--- src/rtl/clk_div_bank.sv ---
// Bank of independent programmable clock-enable dividers. Each channel emits a one-cycle tick
// per period and a 50% square wave, with glitch-free divisor retuning through a shadow register.
module clk_div_bank #(
    parameter int NUM_CH   = 2,
    parameter int CNT_W    = 26,
    parameter int DIV_INIT = 50000000,
    localparam int CH_W    = (NUM_CH > 1) ? $clog2(NUM_CH) : 1
) (
    input  logic              clk,
    input  logic              rst_n,
    input  logic              en,
    input  logic              sync_clr,
    input  logic              wr_en,
    input  logic [CH_W-1:0]   wr_ch,
    input  logic [CNT_W-1:0]  wr_div,
    output logic [NUM_CH-1:0] tick,
    output logic [NUM_CH-1:0] sq,
    output logic [NUM_CH-1:0] pend
);

    for (genvar gi = 0; gi < NUM_CH; gi++) begin : g_ch
        logic [CNT_W-1:0] cnt_reg;
        logic [CNT_W-1:0] act_reg;
        logic [CNT_W-1:0] shd_reg;
        logic             tick_reg;
        logic             sq_reg;
        logic             pend_reg;
        logic             wr_hit;
        logic             halted;
        logic             wrap;

        // Out-of-range channel numbers never match any gi, so such writes fall away.
        assign wr_hit = wr_en && (wr_ch == CH_W'(gi));
        assign halted = (act_reg == '0);
        // ">=" rather than "==" lets a corrupted counter recover on the next enabled edge.
        assign wrap   = !halted && (cnt_reg >= act_reg - CNT_W'(1));

        always_ff @(posedge clk or negedge rst_n) begin
            if (!rst_n) begin
                cnt_reg  <= '0;
                act_reg  <= CNT_W'(DIV_INIT);
                shd_reg  <= CNT_W'(DIV_INIT);
                tick_reg <= 1'b0;
                sq_reg   <= 1'b0;
                pend_reg <= 1'b0;
            end else begin
                if (wr_hit) begin
                    shd_reg <= wr_div;
                end

                if (sync_clr) begin
                    cnt_reg  <= '0;
                    sq_reg   <= 1'b0;
                    tick_reg <= 1'b0;
                    act_reg  <= wr_hit ? wr_div : shd_reg;
                    pend_reg <= 1'b0;
                end else if (!en) begin
                    tick_reg <= 1'b0;
                    if (wr_hit) begin
                        pend_reg <= 1'b1;
                    end
                end else if (halted || wrap) begin
                    // A write landing on this edge stays pending for the following activation.
                    cnt_reg  <= '0;
                    act_reg  <= shd_reg;
                    pend_reg <= wr_hit;
                    tick_reg <= wrap;
                    if (wrap) begin
                        sq_reg <= ~sq_reg;
                    end
                end else begin
                    cnt_reg  <= cnt_reg + CNT_W'(1);
                    tick_reg <= 1'b0;
                    if (wr_hit) begin
                        pend_reg <= 1'b1;
                    end
                end
            end
        end

        assign tick[gi] = tick_reg;
        assign sq[gi]   = sq_reg;
        assign pend[gi] = pend_reg;
    end

endmodule

--- config.mk ---
export PLATFORM = sky130hd
export DESIGN_NAME = clk_div_bank
export DESIGN_NICKNAME = d
export VERILOG_FILES = /design/src/rtl/clk_div_bank.sv
export SDC_FILE = /design/constraint.sdc
export NUM_CORES = 1
export LEC_CHECK = 0
export BUFFER_PORTS_ARGS = -buffer_cell sky130_fd_sc_hd__buf_4
export CORE_AREA = 4 4 169 105
export DETAILED_ROUTE_END_ITERATION = 8
export DIE_AREA = 0 0 173 109
export PLACE_DENSITY = 0.75
export SETUP_SLACK_MARGIN = 0.02
export SLEW_MARGIN = 20
export SYNTH_ARGS = -nofsm -noshare
export SYNTH_HDL_FRONTEND = slang
export SYNTH_SLANG_ARGS = --single-unit
--- constraint.sdc ---
create_clock -name clk -period 7.5 [get_ports clk]
set_clock_uncertainty 0.15 [all_clocks]
set_input_delay 1.125 -clock clk [delete_from_list [all_inputs] [get_ports clk]]
set_output_delay 1.125 -clock clk [all_outputs]
set_load 0.005 [all_outputs]
==> reports/metrics.cfg, run 1 <==
[sta]
slew_headroom = 0.317
fin_crit_sh = 0.789
tightest_slew_ns = 1.02
period_minus_slack_ns = 5.92
hold_viol_final = 0
rsz0062_at_grt = no
max_freq_mhz = 169
setup_viol_count_final = 0
hold_ws_ns = 0.345
slew_violations = 0
fin_setup_tns_ns = 0

[worst_setup_path]
worstPathArrival_ns = 6.12
critical-path-slowest-cell = o21a_2
path_buf_inv = 1
slowest_delay_ns = 0.67
path_class = reg -> reg
path_delay_family = simple AND/OR/NAND/NOR gates
r2r_cells = 15
crit_chain = or4_1 > or3_1 > or2_2 > nor3_1 > nand2_1 > nor3_1 > xnor2_1 > ha_1 > nand4_1 > nor4_1 > o311a_1 > o21a_2 > buf_4 > a21oi_1 > a2bb2oi_1
r2r_end = g_ch[1].act_reg[20]
required_ns = 7.70
cp-end-kind = flop
reg2reg_setup_slack_ns = 1.58
r2r-start = g_ch[1].act_reg[4]
startpoint = g_ch[1].act_reg[4]
crit_top_cell = nor3_1
start_kind = flop
crit_fanout = 46

[min_path]
whs_endpoint = g_ch[1].act_reg[5]
worst_hold_startpoint = g_ch[1].shd_reg[5]
hold_class = reg -> reg
hold_depth = 1

[logic_synthesis]
synth_edf_count = 0
synthCells = 953
netlist_top_cells_count = dfrtp_1, a21oi_1, nor2_1, ha_1, mux2_2
ys_ff_latch = 162
yosysSeqAreaShare = 0.430
synth.distinct_cells = 57
synth_area_leaders = dfrtp_1, dfstp_2, ha_1
netlist_area_sq_um = 9570
syn-num-nets = 1043
syn_avg_cell_area_sq_um = 10.0
post-synth-top-count-cell = dfrtp_1
ys_warn_count = 0
yosys.area.top_type_share = 0.298
ys_async_sr_fraction = 1.00
ys.flop_type = dfrtp_1
synth_top_area_cell = dfrtp_1

[layout]
fill_cells = 1317
antenna_cells = 0
final_net_count = 1056
fin_area_sq_um = 10500
final_layout_size_suffix_gt1_frac = 0.195
area_delta_synth_final_pct = 9.48

[placed_design]
place.gp.congestion = 0.860
dpl_cell_area_sq_um = 9900
io_buffers = 37
hpwlAfterDp_microns = 15200

[grt]
grt_pass1_vias = 6938
grtUsageTotal = 0.238
grt_max_degree = 94
grt_pass1_wl_microns = 36500
grt_overflow = 0
antenna_found_initial = 0

[floorplanning]
die_y_microns = 109
die_w_microns = 173
core_area_sq_um = 16100
fp.dieArea_sq_um = 18900
num_rows = 36
io_pins = 38
start_util = 0.594

[clock_network]
cts_tree = built
clk_latency_ns = 0.42
root_buffer = clkbuf_16
clk_pin_slew_worst_paths_ns = 0.07
cts_made_buffers = 17
cts_resized = 0
cts.path.max_buffers = 2
postCtsHoldBufs = 0
cts_setup_buffers = 0
htree_levels = 4
cts_sinks = 162

[power]
p_leak_nw = 4.54
p_per_area_nw_per_um2 = 210
power.total_w = 0.00221
peakVddDrop_v = 0.000154

[routing]
antenna_left = 0
remaining_drc_errors = 0
viasPerCell = 6.20
dr.first_iter.drc_count = 618
num_vias = 7369
wl_met2_microns = 9300
first_pass_iters = 5
highest_layer = met4
finalWirelength_microns = 22000
wl_per_cell_microns = 18.5
route.met3.wl_microns = 1050
wl_met1_microns = 11400

[run]
drv_cap = 0

[outcome]
status = complete, no violations

==> stage by stage <==
step,std cells,util,worst slack (ns)
finish,1188,0.650,1.58
global route,1188,0.650,1.22
CTS,1187,0.648,1.71
detailed placement,1155,0.614,1.78
global placement,1155,0.614,1.93
floorplan,953,-,3.08
==> area by class of cell <==
type	count	area, sq um	share of cell area
clock inverter	12	97.6	0.00931
clock buffer	20	457	0.0436
timing repair buffer	46	369	0.0352
multi-input combinational	724	5120	0.489
sequential	162	4110	0.393
tap	209	262	0.0250
inverter	15	56.3	0.00537
==> cells in the final DEF, fill, tap and decap left out, types with 3 or more instances in the layout <==
cell / count
nand4_1: 22
nor2_1: 73
inv_1: 14
and4_1: 3
buf_4: 44
nand2b_1: 28
a22oi_1: 8
o32a_1: 6
ha_1: 58
a31oi_1: 11
mux2i_1: 31
o21ai_0: 23
a21oi_1: 85
nand3_1: 33
clkinv_4: 4
xor2_1: 22
and2_1: 3
nor4_1: 22
nor2b_1: 5
nand4b_1: 5
or2_2: 3
and3_1: 17
o21a_1: 6
mux2_2: 54
dfrtp_1: 114
dfstp_2: 48
clkinvlp_4: 3
nor3_1: 47
a2bb2oi_1: 21
clkbuf_16: 17
or3_1: 6
xnor2_1: 49
inv_6: 4
nand2_1: 49
or4_1: 8
==> kinds of logic (layout without fill, tap and decap cells) <==
logic type	count (synthesis)	count (layout)	share of synthesized area
and+or+nand+nor	331	331	0.180
AOI/OAI and AO/OA	179	179	0.117
DFF	162	162	0.430
muxes	85	85	0.0959
xor gates and xnor gates	71	71	0.0650
buffers and inverters	67	93	0.0358
adders and majority gates	58	58	0.0758
==> worst max-delay path by stage <==
stage	cells after the start	to
2_1_floorplan	17	g_ch[1].act_reg[2]
3_3_place_gp	15	g_ch[1].act_reg[19]
3_5_place_dp	15	g_ch[1].act_reg[20]
4_1_cts	15	g_ch[1].act_reg[20]
5_1_grt	15	g_ch[1].act_reg[20]
6_report	15	g_ch[1].act_reg[20]
==> power by group <==
part | internal, W | total [W] | switching, W | leakage [nW]
Sequential | 0.000989 | 0.00107 | 0.0000815 | 1.95
Clock | 0.000447 | 0.000828 | 0.000381 | 0.264
Combinational | 0.000148 | 0.000307 | 0.000159 | 2.32
Total | 0.00158 | 0.00221 | 0.000621 | 4.54
==> worst register-to-register path, stage by stage (launching register included) <==
cell and delay [ns]:
dfrtp_1 0.44, or4_1 0.60, or3_1 0.39, or2_2 0.38
nor3_1 0.49, nand2_1 0.16, nor3_1 0.24, xnor2_1 0.10
ha_1 0.31, nand4_1 0.20, nor4_1 0.62, o311a_1 0.34
o21a_2 0.67, buf_4 0.45, a21oi_1 0.13, a2bb2oi_1 0.15
==> per-layer routing <==
layer / up-vias / track usage
li1: 3505 / -
met3: 20 / 0.0416
met2: 199 / 0.347
met4: 0 / 0.0586
met5: - / 0
met1: 3645 / 0.369
(Power assumes the default switching activity.)
==> run 2: changes to the inputs <==
- ABC_AREA: unset -> 1
- CORE_AREA: 4 4 169 105 -> 4 4 174 108
- DIE_AREA: 0 0 173 109 -> 0 0 178 112
- clock period: 7.5 -> 6.1 ns (I/O delays scaled with it)
==> run 2 against run 1 <==
Compared with the run above: maximum frequency is 31% higher; sequential power rose by 22%; critical endpoint is now g_ch[1].cnt_reg[25]; hold slack worse by 0.081 ns; synthesized area grew 6.4%; design area is 6.7% higher; synthesized cell count is 37% higher; core utilization increased by 0.46 points; largest power group unchanged; total power is 35% higher; sequential cell count unchanged; clock-buffer cell count up 4; setup slack better by 0.011 ns.
==> reports/metrics.cfg, run 2 <==
[outcome]
status = complete, no violations

[placed_design]
place.gp.congestion = 0.922  ; +7.2%
io_buffers = 37  ; unchanged
dp_slack_ns = 1.74  ; -0.0436 ns
hpwlAfterDp_microns = 19200  ; +26%

[power]
power.total_w = 0.00297  ; +35%
p_per_area_nw_per_um2 = 265  ; +26%
p_leak_nw = 5.41  ; +19%
peakVddDrop_v = 0.000210  ; +36%

[sta]
max_freq_mhz = 222  ; +31%
period_minus_slack_ns = 4.51  ; -1.41 ns
rsz0062_at_grt = no
setup_viol_count_final = 0  ; unchanged
hold_ws_ns = 0.265  ; -0.0809 ns
fin_crit_sh = 0.739  ; -0.0502
fin_ws_ns = 1.59  ; +0.0106 ns
tightest_slew_ns = 0.931  ; -0.0849 ns
slew_headroom = 0.380  ; +0.0628
fin_setup_tns_ns = 0  ; unchanged
hold_viol_final = 0  ; unchanged
slew_violations = 0  ; unchanged

[worst_setup_path]
cp-end-kind = flop
crit_fanout = 28  ; -39%
worstPathArrival_ns = 4.64  ; -1.48 ns
reg2reg_setup_slack_ns = 1.59  ; about the same
path_class = reg -> reg
required_ns = 6.24  ; -1.46 ns
start_kind = flop

[logic_synthesis]
ys_async_sr_fraction = 1.00  ; unchanged
syn-num-nets = 1397  ; +34%
netlist_top_cells_count = nand2_1, nand3_1, nor2_1, inv_1, dfrtp_1
synthCells = 1307  ; +37%
synth_top_area_cell = dfrtp_1
yosysSeqAreaShare = 0.404  ; -0.0257
yosys.area.top_type_share = 0.280  ; -0.0178
synth_area_leaders = dfrtp_1, dfstp_2, nand2_1
ys_ff_latch = 162  ; unchanged
ys.flop_type = dfrtp_1
syn_avg_cell_area_sq_um = 7.79  ; -22%
netlist_area_sq_um = 10200  ; +6.4%
synth.distinct_cells = 37  ; -35%
ys_warn_count = 0  ; unchanged
post-synth-top-count-cell = nand2_1
synth_edf_count = 0  ; unchanged

[floorplanning]
fp.dieArea_sq_um = 19900  ; +5.7%
num_rows = 37  ; +2.8%
core_area_sq_um = 17100  ; +5.9%
io_pins = 38  ; unchanged
start_util = 0.596  ; +0.00234
die_y_microns = 112  ; +2.8%
die_w_microns = 178  ; +2.9%

[min_path]
hold_class = in -> async

[routing]
dr.first_iter.drc_count = 921  ; +49%
num_vias = 8908  ; +21%
viasPerCell = 5.68  ; -8.5%
remaining_drc_errors = 0  ; unchanged
wl_per_cell_microns = 16.6  ; -10%
antenna_left = 0  ; unchanged
first_pass_iters = 5  ; unchanged
finalWirelength_microns = 26100  ; +19%

[grt]
grt_max_degree = 84  ; -11%
antenna_found_initial = 0  ; unchanged
grt_pass1_vias = 8122  ; +17%
grtUsageTotal = 0.272  ; +0.0338
grt_overflow = 0  ; unchanged
grt_pass1_wl_microns = 43000  ; +18%

[clock_network]
cts_setup_buffers = 0  ; unchanged
cts_resized = 0  ; unchanged
htree_levels = 4  ; unchanged
clk_pin_slew_worst_paths_ns = 0.06  ; about the same
cts_made_buffers = 17  ; unchanged
root_buffer = clkbuf_16
clk_latency_ns = 0.44  ; +0.02 ns
postCtsHoldBufs = 0  ; unchanged
cts_tree = built
cts.path.max_buffers = 2  ; unchanged
cts_sinks = 162  ; unchanged

[layout]
final_util = 0.654  ; +0.00461
final_cell_mix = nand2_1, nand3_1, nor2_1
area_delta_synth_final_pct = 9.82
final_common_cell = nand2_1
antenna_cells = 0  ; unchanged
final_net_count = 1412  ; +34%
final_layout_size_suffix_gt1_frac = 0.130  ; -0.0655
fill_cells = 1432  ; +8.7%

[run]
drv_cap = 0  ; unchanged

-- run 2: critical path, stage by stage, from the launching register on --
cell     delay, ns
dfrtp_1       0.38
inv_1         0.15
ha_1          0.23
nand2_1       0.14
nor3_1        0.30
nand3_1       0.21
nor2_1        0.25
nand3_1       0.13
xor2_1        0.14
inv_1         0.05
ha_1          0.26
nand2_1       0.05
nor2_1        0.17
nand2_1       0.14
nor2_1        0.14
inv_1         0.06
nor2_1        0.10
nor2_1        0.04
nand4_1       0.08
nand2_2       0.33
nand2_1       0.74
nor2_1        0.10
-- run 2: layout make-up --
type	count	area, sq um	area share
clock inverter	8	55.1	0.00492
timing repair buffer	43	327	0.0292
inverter	141	529	0.0473
multi-input combinational	957	5300	0.474
sequential	162	4110	0.368
tap	234	293	0.0262
clock buffer	24	567	0.0507
-- run 2: stage by stage --
step,cells,area [sq um]
floorplan,1307,10200
global placement,1537,10600
detailed placement,1537,10600
CTS,1569,11200
global route,1569,11200
finish,1569,11200
-- run 2: logic make-up after synthesis --
| logic type | after synthesis | share of synthesized area |
|---|---|---|
| AOI/OAI and AO/OA | 101 | 0.0520 |
| xor gates and xnor gates | 83 | 0.0714 |
| and+or+nand+nor | 689 | 0.296 |
| adders and majority gates | 58 | 0.0713 |
| muxes | 26 | 0.0288 |
| DFF | 162 | 0.404 |
| buffers and inverters | 188 | 0.0760 |
-- run 2: routing by layer --
| metal | vias up | wire [microns] | track usage |
|---|---|---|---|
| met5 | - | 0 | 0 |
| met4 | 0 | 413 | 0.0747 |
| met3 | 32 | 2400 | 0.0713 |
| met2 | 335 | 9990 | 0.346 |
| met1 | 4261 | 13300 | 0.445 |
| li1 | 4280 | - | - |
-- run 2: power by group --
part           internal, W  switching [W]
Clock             0.000653       0.000453
Combinational     0.000202       0.000346
Sequential         0.00122      0.0000969
Total              0.00207       0.000896
-- run 2: final timing paths --
check	endpoint	from	depth (start not counted)
worst min-delay path	g_ch[0].cnt_reg[5]	rst_n	1
max in group asynchronous	g_ch[0].act_reg[24]	rst_n	2
worst max-delay path	g_ch[1].cnt_reg[25]	g_ch[1].act_reg[0]	21
worst min register to register	g_ch[1].shd_reg[12]	g_ch[1].shd_reg[12]	2
min in group clk	g_ch[1].shd_reg[12]	g_ch[1].shd_reg[12]	2
worst max register to register	g_ch[1].cnt_reg[25]	g_ch[1].act_reg[0]	21
